--- src/rtl/spi_shift_engine.sv ---
// spi_shift_engine: SPI master data path.
// Accepts a parallel TX word through a valid/ready handshake. Driven by the
// leading/trailing edge strobes of an upstream clock divider, it shifts the
// word out on MOSI and samples MISO into an RX word. It also drives chip
// select and publishes each completed RX word with a one-cycle valid pulse.
module spi_shift_engine #(
    parameter int unsigned DATA_W    = 8,
    parameter int unsigned CPHA      = 0,
    parameter int unsigned MSB_FIRST = 1,
    parameter int unsigned CS_HOLD   = 2
) (
    input  logic              i_clk,
    input  logic              i_rst,
    input  logic [DATA_W-1:0] i_tx_data,
    input  logic              i_tx_vd,
    output logic              o_tx_rdy,
    input  logic              i_lead_edge,
    input  logic              i_trail_edge,
    input  logic              i_miso,
    output logic              o_mosi,
    output logic              o_cs_n,
    output logic              o_busy,
    output logic [DATA_W-1:0] o_rx_data,
    output logic              o_rx_vd
);

    localparam int unsigned CNT_W  = $clog2(2 * DATA_W + 1);
    localparam int unsigned HOLD_W = (CS_HOLD > 1) ? $clog2(CS_HOLD) : 1;

    // Edge count before the final strobe of a word is applied.
    localparam logic [CNT_W-1:0]  LAST_M1   = CNT_W'(2 * DATA_W - 1);
    localparam logic [HOLD_W-1:0] HOLD_LAST = HOLD_W'((CS_HOLD > 0) ? CS_HOLD - 1 : 0);

    typedef enum logic [1:0] {
        ST_IDLE = 2'd0,
        ST_XFER = 2'd1,
        ST_HOLD = 2'd2
    } state_t;

    state_t              state_q, state_d;
    logic [DATA_W-1:0]   tx_sr_q, tx_sr_d;
    logic [DATA_W-1:0]   rx_sr_q, rx_sr_d;
    logic [CNT_W-1:0]    edge_cnt_q, edge_cnt_d;
    logic [HOLD_W-1:0]   hold_cnt_q, hold_cnt_d;
    logic                mosi_q, mosi_d;
    logic                cs_n_q, cs_n_d;
    logic [DATA_W-1:0]   rx_data_q, rx_data_d;
    logic                rx_vd_q, rx_vd_d;
    logic                exit_now;

    // Bit that goes out next on MOSI.
    function automatic logic tx_head(input logic [DATA_W-1:0] w);
        return (MSB_FIRST != 0) ? w[DATA_W-1] : w[0];
    endfunction

    // TX shift register after the head bit has been consumed.
    function automatic logic [DATA_W-1:0] tx_adv(input logic [DATA_W-1:0] w);
        return (MSB_FIRST != 0) ? {w[DATA_W-2:0], 1'b0} : {1'b0, w[DATA_W-1:1]};
    endfunction

    // RX shift register after taking in one MISO bit.
    function automatic logic [DATA_W-1:0] rx_adv(input logic [DATA_W-1:0] w, input logic b);
        return (MSB_FIRST != 0) ? {w[DATA_W-2:0], b} : {b, w[DATA_W-1:1]};
    endfunction

    // State and datapath registers; synchronous reset aborts any transfer.
    always_ff @(posedge i_clk) begin
        if (i_rst) begin
            state_q    <= ST_IDLE;
            tx_sr_q    <= '0;
            rx_sr_q    <= '0;
            edge_cnt_q <= '0;
            hold_cnt_q <= '0;
            mosi_q     <= 1'b0;
            cs_n_q     <= 1'b1;
            rx_data_q  <= '0;
            rx_vd_q    <= 1'b0;
        end else begin
            state_q    <= state_d;
            tx_sr_q    <= tx_sr_d;
            rx_sr_q    <= rx_sr_d;
            edge_cnt_q <= edge_cnt_d;
            hold_cnt_q <= hold_cnt_d;
            mosi_q     <= mosi_d;
            cs_n_q     <= cs_n_d;
            rx_data_q  <= rx_data_d;
            rx_vd_q    <= rx_vd_d;
        end
    end

    // Next-state logic: word acceptance, edge-driven shifting, CS hold and exit.
    always_comb begin
        state_d    = state_q;
        tx_sr_d    = tx_sr_q;
        rx_sr_d    = rx_sr_q;
        edge_cnt_d = edge_cnt_q;
        hold_cnt_d = hold_cnt_q;
        mosi_d     = mosi_q;
        cs_n_d     = cs_n_q;
        rx_data_d  = rx_data_q;
        rx_vd_d    = 1'b0;
        exit_now   = 1'b0;

        case (state_q)
            ST_IDLE: begin
                if (i_tx_vd) begin
                    state_d    = ST_XFER;
                    tx_sr_d    = i_tx_data;
                    rx_sr_d    = '0;
                    edge_cnt_d = '0;
                    cs_n_d     = 1'b0;
                    if (CPHA == 0) begin
                        mosi_d  = tx_head(i_tx_data);
                        tx_sr_d = tx_adv(i_tx_data);
                    end
                end
            end

            ST_XFER: begin
                // A coincident lead+trail is handled as a lead alone.
                if (i_lead_edge) begin
                    if (CPHA == 0) begin
                        rx_sr_d = rx_adv(rx_sr_q, i_miso);
                    end else begin
                        mosi_d  = tx_head(tx_sr_q);
                        tx_sr_d = tx_adv(tx_sr_q);
                    end
                end else if (i_trail_edge) begin
                    if (CPHA == 0) begin
                        if (edge_cnt_q != LAST_M1) begin
                            mosi_d  = tx_head(tx_sr_q);
                            tx_sr_d = tx_adv(tx_sr_q);
                        end
                    end else begin
                        rx_sr_d = rx_adv(rx_sr_q, i_miso);
                    end
                end

                if (i_lead_edge || i_trail_edge) begin
                    edge_cnt_d = edge_cnt_q + 1'b1;
                    if (edge_cnt_q == LAST_M1) begin
                        // With no hold time the HOLD state is skipped so that
                        // completion lands one cycle after the final strobe.
                        if (CS_HOLD == 0) begin
                            exit_now = 1'b1;
                        end else begin
                            state_d    = ST_HOLD;
                            hold_cnt_d = '0;
                        end
                    end
                end
            end

            ST_HOLD: begin
                if (hold_cnt_q == HOLD_LAST) begin
                    exit_now = 1'b1;
                end else begin
                    hold_cnt_d = hold_cnt_q + 1'b1;
                end
            end

            default: begin
                state_d = ST_IDLE;
            end
        endcase

        // Completion publishes the RX word including any shift made this cycle.
        if (exit_now) begin
            state_d   = ST_IDLE;
            rx_data_d = rx_sr_d;
            rx_vd_d   = 1'b1;
            cs_n_d    = 1'b1;
            mosi_d    = 1'b0;
        end
    end

    assign o_tx_rdy  = (state_q == ST_IDLE);
    assign o_busy    = (state_q != ST_IDLE);
    assign o_mosi    = mosi_q;
    assign o_cs_n    = cs_n_q;
    assign o_rx_data = rx_data_q;
    assign o_rx_vd   = rx_vd_q;

endmodule

--- config.mk ---
export PLATFORM = sky130hd
export DESIGN_NAME = spi_shift_engine
export DESIGN_NICKNAME = d
export VERILOG_FILES = /design/src/rtl/spi_shift_engine.sv
export SDC_FILE = /design/constraint.sdc
export NUM_CORES = 1
export LEC_CHECK = 0
export CORE_MARGIN = 4
export CORE_UTILIZATION = 45
export CTS_BUF_LIST = sky130_fd_sc_hd__clkbuf_2 sky130_fd_sc_hd__clkbuf_4 sky130_fd_sc_hd__clkbuf_8
export CTS_CLUSTER_DIAMETER = 200
export DETAILED_ROUTE_END_ITERATION = 10
export MAX_ROUTING_LAYER = met4
export PLACE_DENSITY = 0.68
export REMOVE_ABC_BUFFERS = 1
export SYNTH_ARGS = -nofsm -noshare
export SYNTH_HDL_FRONTEND = slang
export SYNTH_SLANG_ARGS = --single-unit
--- constraint.sdc ---
create_clock -name i_clk -period 2.2 [get_ports i_clk]
set_input_delay 0.44 -clock i_clk [delete_from_list [all_inputs] [get_ports i_clk]]
set_output_delay 0.44 -clock i_clk [all_outputs]
set_load 0.05 [all_outputs]
# [Word level (Yosys, flattened, before mapping)]
# Index checks and enable logic that the tools add are counted.
[word_totals] register_bits=35 out_inout_bits=13
[classes] add_sub_neg=2 n_eq_ne=10 mux=27 n_bitwise=1 n_reduce_logical=11
[ops] op="two-way mux 8 bit" count=6
[ops] op="one-hot mux 8 bit (2 select lines)" count=2
[ops] op="inequality test 2 bit, second input constant" count=6
[ops] op="two-way mux 1 bit" count=10
[ops] op="two-way mux 5 bit" count=2
[ops] op="one-hot mux 5 bit (2 select lines)" count=1
[ops] op="two-way mux 2 bit" count=3
[ops] op="one-hot mux 2 bit (3 select lines)" count=1
[ops] op="AND reduction 3 bit" count=2
[ops] op="nonzero test 2 bit" count=3
[ops] op="adder 5 x 1 -> 5 bit, second input constant" count=1
[ops] op="== test 5 x 4 -> 1 bit, second input constant" count=1
[ops] op="inequality test 5 x 4 -> 1 bit, second input constant" count=1
[ops] op="AND reduction 5 bit" count=1
[ops] op="one-hot mux 1 bit (2 select lines)" count=2
[ops] op="AND reduction 4 bit" count=1
[ops] op="== test 2 x 1 -> 1 bit, second input constant" count=1
[ops] op="== test 2 bit, second input constant" count=1
[ops] op="zero test 2 bit" count=1
[ops] op="AND reduction 2 bit" count=1
[ops] op="OR reduction 2 bit" count=1
[ops] op="adder 1 bit, second input constant" count=1
[ops] op="logical OR 1 bit" count=1
[ops] op="NOT 1 bit" count=1

# [Depth between registers and ports, before layout]
[depth] depth_word=5 depth_mapped=7 ltp_nobuf=6

# [Worst setup path after synthesis]
# Ideal clock, no wire load.
[synth_path] path_kind="register -> output" start="register state_q[0]" end="output port o_tx_rdy" t_arrival_ns=1.408 required_ns=1.760 slack_ns=0.352 stages_incl_launch_ff=5 n_path_buf=2 cell_sequence="dfxtp_1 > buf_6 > buf_2 > or2_2 > inv_1"
[synth_between] elab_chain_cells=1
[synth_rtl] item="start: declaration" line="40" text="state_t state_q, state_d;"
[synth_rtl] item="start signal: assignment" line="79" text="state_q <= state_d;"
[synth_rtl] item="zero test 2 bit" line="177" text="assign o_tx_rdy = (state_q == ST_IDLE);"
[synth_rtl] item="end: declaration" line="16" text="output logic o_tx_rdy,"
# No other way between the ends.

# [Worst setup path in the final report]
# Ends and elaborated chain as after synthesis.

==> results.ini <==
[yosys]
synth-main-ff-cell = dfxtp_1
netlist.top_cell.by_area = dfxtp_1
synth_cells = 177
ys_seq_area_frac = 0.417
syn-mean-instance-area_um2 = 9.21
synth_compound_area_frac = 0.199
synth_top_family_by_area = simple AND/OR/NAND/NOR gates
synth_edf_count = 0
yosys_warnings = 0
ys_ff_latch = 34
yosys.area_share.simple = 0.205
synth_top_area_share = 0.417
synthArstFlopShare = 0
synthAdderAreaFrac = 0.0153
yosysUniqueCellTypes = 34
synthTopCellsByArea = dfxtp_1 42%, a211oi_1 6.4%, mux2i_1 4.9%, mux2_2 4.8%, a21oi_1 4.3%
synth_xor_area_frac = 0
netlist_area_mm2 = 0.00163
muxShareOfSynthArea = 0.0975

[clock_network]
worstSkewPairLatency_ns = 0.34
cts.sinks = 34
cts_resized = 0
root_buffer = clkbuf_4
post_cts_buffers = 0
cts_buffer_depth = 2
holdBufCountCts = 0
clkSlewWorstSetupHoldPaths_ns = 0.11
ctsHtreeMaxLevel = 2
cts_tree = yes
cts_buffers = 5

[route]
initialDrtViolationCount = 83
via_count = 1327
wl_per_cell_um = 13.1
drtAntennaViolNets = 0
drt-vias-per-instance = 5.31
drc = 0
dr.pass1.iters = 4
wl_mm = 3.28

[die]
row_count = 21
coreArea_mm2 = 0.00342
die_x_um = 68.2
die_h_um = 68.2
dieArea_mm2 = 0.00465
start_util = 0.477
pin_count = 27

[cells_and_area]
fin_area_mm2 = 0.00207
n_fill_cell = 306
antennaDiodeCount = 0
area_delta_synth_final_pct = 26.9
drive_above_1_share = 0.142
final_nets = 219

[power]
leakagePower_nw = 0.820
power_frac_clock = 0.423
ir_worst_vdd_uv = 421
switchingPower_uw = 312
seq_power_share = 0.459
switching_share = 0.221
p_per_area_mw_per_mm2 = 683
pwr-share-comb = 0.118
p_int_mw = 1.10

[critical_path]
cpPeakStageDelay_ns = 0.49
cp-end-kind = output port
worstPathCellList = or2_2 > inv_1 > buf_12
critPathMaxFanout = 15
path_class = register to output port
critPathSlowestCell = dfxtp_1
crit_path_start_kind = register
critPathRequiredTime_ns = 1.76
worstPathArrival_ns = 1.58

[status]
status = complete, no violations

[timing]
period_share = 0.917
final.setup.worst_slack_ns = 0.182
setup_tns_ns = 0
fin_crit_ns = 2.02
slew_headroom = 0.657
slew_violations = 0
finalSetupViolCount = 0
hold_viol_final = 0
worstMarginPinSlew_ns = 0.515
clock_skew_ns = 0.0115
fmax_ghz = 0.496
rsz0062_at_grt = no

[place]
dp_slack_ns = 0.146
gp_congestion = 0.811
io_buffers = 26
dpl-instance-area_mm2 = 0.00196
hpwl_mm = 2.39

[global_route]
antenna_found_initial = 0
grt_use_total = 0.169
grt_pass1_vias = 1249
overflow = 0
grt_max_degree = 18
grt_pass1_wl_mm = 5.69

[min_path]
hp-class = register to register

[flow_run]
cap_violations = 0

==> worst paths after layout <==
kind	startpoint	end	slack, ns	cells after the start
min reg2reg	o_cs_n$_SDFFE_PP1P_	o_cs_n$_SDFFE_PP1P_	0.46	1
max reg2reg	edge_cnt_q[0]$_SDFFE_PP0P_	tx_sr_q[6]$_SDFFE_PP0P_	0.25	6
max	state_q[0]$_SDFFE_PP0P_	o_tx_rdy	0.18	3
min	o_cs_n$_SDFFE_PP1P_	o_cs_n$_SDFFE_PP1P_	0.46	1
==> logic make-up (layout without fill, tap and decap cells) <==
family,Yosys count,in the layout
AO/OA/AOI/OAI,49,49
adder cells (fa/ha/maj),2,2
buffers and inverters,25,52
flip-flops,34,34
multiplexers,15,15
AND/OR/NAND/NOR,52,52
==> area by class of cell <==
type	count	area, µm²	share of cell area
multi-input cells	118	842	0.407
flip-flops and latches	34	681	0.329
repair buffers	34	340	0.164
clock inverters	2	60.1	0.0290
well taps	46	57.6	0.0278
clock buffers	6	51.3	0.0248
inverters	10	37.5	0.0181
==> worst max-delay path: cells and delay by family, from the launching register on <==
kind / cells / cell delay (ns)
buf+inv: 2 / 0.36
flops: 1 / 0.49
simple gates: 1 / 0.39
==> state kept, by name (all words and copies together), names as in the netlist <==
name,flops
edge_cnt_q,5
rx_sr_q,8
o_cs_n,1
hold_cnt_q,1
o_rx_data,8
tx_sr_q,7
o_rx_vd,1
o_mosi,1
state_q,2
==> Yosys cell counts, types with 2 or more instances <==
cell type,count
dfxtp_1,34
a211oi_1,14
a21oi_1,14
o21ai_0,12
inv_1,10
nor2_1,10
nand2_1,9
and3b_1,8
clkbuf_1,8
mux2i_1,8
nor2b_1,8
mux2_2,7
buf_2,5
nand2b_1,3
a21o_1,2
ha_1,2
nand3_1,2
nand4bb_1,2
o31ai_1,2
or4_1,2
or4b_1,2
==> layer usage <==
| metal | wire length, µm | global-route usage | vias to the layer above |
|---|---|---|---|
| met1 | 1600 | 0.217 | 610 |
| li1 | - | - | 684 |
| met3 | 129 | 0.0394 | 7 |
| met2 | 1490 | 0.248 | 26 |
| met4 | 53 | 0.0819 | 0 |
| met5 | 0 | - | - |
==> cells in the final DEF (no fill, tap or decap) <==
| master | Yosys | final |
|---|---|---|
| o22a_1 | 1 | 1 |
| nor4bb_1 | 1 | 1 |
| a21oi_1 | 14 | 14 |
| nand2b_1 | 3 | 3 |
| o211ai_1 | 1 | 1 |
| a221oi_1 | 1 | 1 |
| nor2_1 | 10 | 10 |
| clkdlybuf4s50_1 | 0 | 24 |
| inv_1 | 10 | 10 |
| and3_1 | 1 | 1 |
| ha_1 | 2 | 2 |
| nor3b_4 | 1 | 1 |
| clkbuf_4 | 0 | 5 |
| nand3_1 | 2 | 2 |
| a21o_1 | 2 | 2 |
| or2_2 | 1 | 1 |
| or4b_1 | 2 | 2 |
| buf_12 | 0 | 2 |
| nand2_1 | 9 | 9 |
| mux2_2 | 7 | 7 |
| o21ai_0 | 12 | 12 |
| a211oi_1 | 14 | 14 |
| and3b_1 | 8 | 8 |
| nand3b_1 | 1 | 1 |
| buf_4 | 0 | 8 |
| mux2i_1 | 8 | 8 |
| or4_1 | 2 | 2 |
| o21bai_4 | 1 | 1 |
| bufinv_16 | 0 | 2 |
| dfxtp_1 | 34 | 34 |
| nor2b_1 | 8 | 8 |
| a221oi_2 | 1 | 1 |
| nand4bb_1 | 2 | 2 |
| o31ai_1 | 2 | 2 |
| nor3b_1 | 1 | 1 |
| clkbuf_8 | 0 | 1 |
==> power by group through the flow <==
stage	Combinational, mW	Clock, mW	Sequential (mW)
after floorplan	0.0728	0	0.674
after global placement	0.165	0	0.663
after detailed placement	0.167	0	0.663
after CTS	0.168	0.617	0.649
after global routing	0.182	0.648	0.652
final	0.167	0.597	0.649
==> metrics by stage <==
step	hold WS [ns]	power [mW]	instances	util
6_report	0.460	1.41	250	0.606
5_1_grt	0.485	1.48	250	0.606
2_1_floorplan	0.422	0.746	162	-
4_1_cts	0.466	1.43	250	0.606
3_3_place_gp	0.439	0.828	242	0.573
3_5_place_dp	0.442	0.830	242	0.573
(Power assumes the default switching activity.)
==> edit 1, RTL diff (same settings) <==
`tx_sr_q`, `rx_sr_q` and `rx_data_q` no longer have a reset.
--- a/src/rtl/spi_shift_engine.sv
+++ b/src/rtl/spi_shift_engine.sv
@@ -69,4 +69,2 @@
             state_q    <= ST_IDLE;
-            tx_sr_q    <= '0;
-            rx_sr_q    <= '0;
             edge_cnt_q <= '0;
@@ -75,3 +73,2 @@
             cs_n_q     <= 1'b1;
-            rx_data_q  <= '0;
             rx_vd_q    <= 1'b0;
@@ -79,4 +76,2 @@
             state_q    <= state_d;
-            tx_sr_q    <= tx_sr_d;
-            rx_sr_q    <= rx_sr_d;
             edge_cnt_q <= edge_cnt_d;
@@ -85,5 +80,10 @@
             cs_n_q     <= cs_n_d;
-            rx_data_q  <= rx_data_d;
             rx_vd_q    <= rx_vd_d;
         end
+    end
+
+    always_ff @(posedge i_clk) begin
+        tx_sr_q   <= tx_sr_d;
+        rx_sr_q   <= rx_sr_d;
+        rx_data_q <= rx_data_d;
     end
Behaviour: same outputs for any inputs over 10 cycles, from zero or initial values and one cycle with i_rst high; that may be too few to reach the edited logic, so the function may still have changed.
==> edit 1 against the original RTL <==
Total power decreased by 19%. Cell area decreased by 13%. Combinational power decreased by 18%. First-iteration DRC count decreased by 72%. Routed wire length decreased by 23%. Sequential cell count unchanged. Area after synthesis decreased by 13%. Setup slack improved by 0.10 ns. Sequential power increased by 6.6%.
==> edit 1: results <==
[synthesis]
syn_avg_cell_area_um2 = 12.5
yosys-mux-area-fraction_pct = 6.25
synth_edf_count = 15
synthTopCellsByArea = "edfxtp_1, dfxtp_1, a22o_1, mux2_2, ha_1"
ys_seq_area_share_pct = 58.5
synth.distinct_cells = 36
synth_fa_ha_area_share_pct = 1.76
synth_common_cells = "dfxtp_1, a22o_1, edfxtp_1"

[layout]
inv_count = 5
clock_area_share_pct = 2.98
drive_above_1_share_pct = 16.4
seq_cells = 34
n_all_buffers = 30
seq_share_pct = 46.1
finalNetCount = 161
fillCellCount = 265
buf_share_pct = 16.5

[clock_tree]
clk_latency_ns = 0.32

[routing]
dr_wl_met3_um = 112
wire_per_inst_um = 13.4
wl_met1_um = 1180
viasPerCell = 5.22
drt_iter0_drc = 23

[pwr]
power_density_nw_per_um2 = 636
irDropWorstVdd_v = 0.000385
p_sw_share_pct = 23.3
leakage_nw = 0.671

[critical_path]
crit_path_max_incr_delay_ns = 0.80
worstPathMaxFanout = 2
crit_family = "buffers and inverters"

[global_routing]
grt_use_total_pct = 14.2
grt_pass1_wl_um = 4450
grt_pass1_vias = 1043
met1_usage_pct = 16.9
use_met3_pct = 4.22

[placement]
hpwl_um = 1890
place_area_um2 = 1750
gp_congestion = 0.817
post-place-ws_ns = 0.193

[status]
status = "finished, final reports clean"

[timing]
slew_headroom_pct = 66.1
-- edit 1: cell count changes in the layout (fill, tap and decap cells not counted), moves of 3 or more --
cell      before  now
a211oi_1      14    1
a21oi_1       14    4
a22o_1         0   16
and3b_1        8    0
buf_4          8    5
dfxtp_1       34   19
edfxtp_1       0   15
inv_1         10    5
mux2i_1        8    1
nand2_1        9    2
nor2_1        10    4
nor2b_1        8    4
o21ai_0       12    5
-- edit 1: worst paths after layout --
path / start / endpoint / slack [ns] / depth (start not counted)
worst max-delay path: o_mosi$_SDFFE_PP0P_ / o_mosi / 0.28 / 1
worst min register to register: o_cs_n$_SDFFE_PP1P_ / o_cs_n$_SDFFE_PP1P_ / 0.47 / 1
worst max register to register: edge_cnt_q[0]$_SDFFE_PP0P_ / tx_sr_q[6]$_DFFE_PP_ / 0.32 / 5
worst min-delay path: o_cs_n$_SDFFE_PP1P_ / o_cs_n$_SDFFE_PP1P_ / 0.47 / 1
==> edit 2, RTL diff (config.mk and constraints unchanged) <==
Without the edit above. The parameter `MSB_FIRST` goes from 1 to 0.
--- a/src/rtl/spi_shift_engine.sv
+++ b/src/rtl/spi_shift_engine.sv
@@ -8,3 +8,3 @@
     parameter int unsigned CPHA      = 0,
-    parameter int unsigned MSB_FIRST = 1,
+    parameter int unsigned MSB_FIRST = 0,
     parameter int unsigned CS_HOLD   = 2
Function: changed (Yosys sat finds a counterexample within 4 cycles, from zero or initial values and one cycle with i_rst high).
==> edit 2 against the original RTL <==
Total power shrank 19%. Cell area shrank 2.6%. Routed wire length grew 5.8%. Critical path depth is the same. Setup slack gained 0.079 ns. Critical path type unchanged. Die area shrank 0.41%. Sequential cell count is the same. Area after synthesis shrank 0.46%. Largest power group unchanged.
==> edit 2: results <==
[global_routing]
grt_pass1_wl_um = 5930
grt_pass1_vias = 1284
grt_use_total_pct = 17.5
antenna_found_initial = 0
grt_max_degree = 22

[status]
status = "finished, final reports clean"

[critical_path]
worstPathMaxFanout = 12
crit_path_max_incr_delay_ns = 0.43

[pwr]
leakage_nw = 0.798
irDropWorstVdd_v = 0.000297

[clock_tree]
clk_latency_ns = 0.32
path_clk_slew_ns = 0.09
numCtsBuffers = 5
clk_path_buf_depth = 2

[synthesis]
ys_seq_area_share_pct = 41.9
synth_common_cells = "dfxtp_1, a211oi_1, a21oi_1"
synth.distinct_cells = 32
synthTopCellsByArea = "dfxtp_1, a211oi_1, mux2i_1, mux2_2, and3b_1"

[routing]
dr_wl_met2_um = 1640
viasPerCell = 5.45
routed_wl_um = 3470
drt_iter0_drc = 82
dr_wl_met3_um = 181
wl_met1_um = 1630

[timing]
skew_ns = 0.0105
worst_pin_slew_ns = 0.506

[layout]
drive_above_1_share_pct = 13.7
finalNetCount = 222

[placement]
hpwl_um = 2420
gp_congestion = 0.810
[edit 2: kinds of logic after synthesis]
kind of cell | synth area share (%)
mux | 9.79
flops | 41.9
simple gates | 20.4
compound gates | 19.8
fa+ha+maj | 1.54
buf+inv | 6.55
[edit 2: path summary, 6_finish.rpt]
path,to,slack (ns),from,cells past startpoint
max,o_tx_rdy,0.26,state_q[1]$_SDFFE_PP0P_,3
min,tx_sr_q[2]$_SDFFE_PP0P_,0.46,tx_sr_q[2]$_SDFFE_PP0P_,2
max reg2reg,tx_sr_q[5]$_SDFFE_PP0P_,0.36,edge_cnt_q[0]$_SDFFE_PP0P_,6
min reg2reg,tx_sr_q[2]$_SDFFE_PP0P_,0.46,tx_sr_q[2]$_SDFFE_PP0P_,2
[edit 2: power breakdown]
group          internal (W)  switching, W  leakage, nW  total, W
sequential         0.000634     0.0000170        0.277  0.000651
combinational     0.0000810     0.0000847        0.491  0.000166
clock              0.000144      0.000189       0.0302  0.000333
total              0.000859      0.000291        0.798   0.00115
[edit 2: metal layers]
metal / vias up / track usage (%)
met3: 2 / 5.75
met5: - / -
li1: 687 / -
met1: 643 / 21.0
met4: 0 / 5.96
met2: 36 / 27.6
[edit 2: final cells by class]
| type | instances | area, um2 |
|---|---|---|
| fill | 299 | 1400 |
| multi-input combinational | 119 | 836 |
| sequential | 34 | 682 |
| timing repair buffer | 35 | 348 |
| tap | 46 | 57.6 |
| clock buffer | 6 | 51.3 |
| inverter | 11 | 41.3 |
[edit 2: timing repair]
item                       4_1_cts  5_1_grt
setup endpoints to repair        0        1
gates resized for setup          0        1
buffers inserted                 0        0
[edit 2: metrics by stage]
| stage | utilization, % | setup WS [ns] | instances | area, um2 | power (W) |
|---|---|---|---|---|---|
| 2_1_floorplan | - | 0.354 | 164 | 1560 | 0.000745 |
| 3_3_place_gp | 57.5 | 0.214 | 245 | 1960 | 0.000825 |
| 3_5_place_dp | 57.5 | 0.142 | 245 | 1960 | 0.000830 |
| 4_1_cts | 59.0 | 0.115 | 251 | 2010 | 0.00116 |
| 5_1_grt | 59.0 | 0.174 | 251 | 2020 | 0.00120 |
| 6_report | 59.0 | 0.261 | 251 | 2020 | 0.00115 |
[edit 2: worst min-delay path, cell delays in order, from the launching register on]
cell,delay (ns)
dfxtp_1,0.32
inv_1,0.05
a211oi_1,0.05
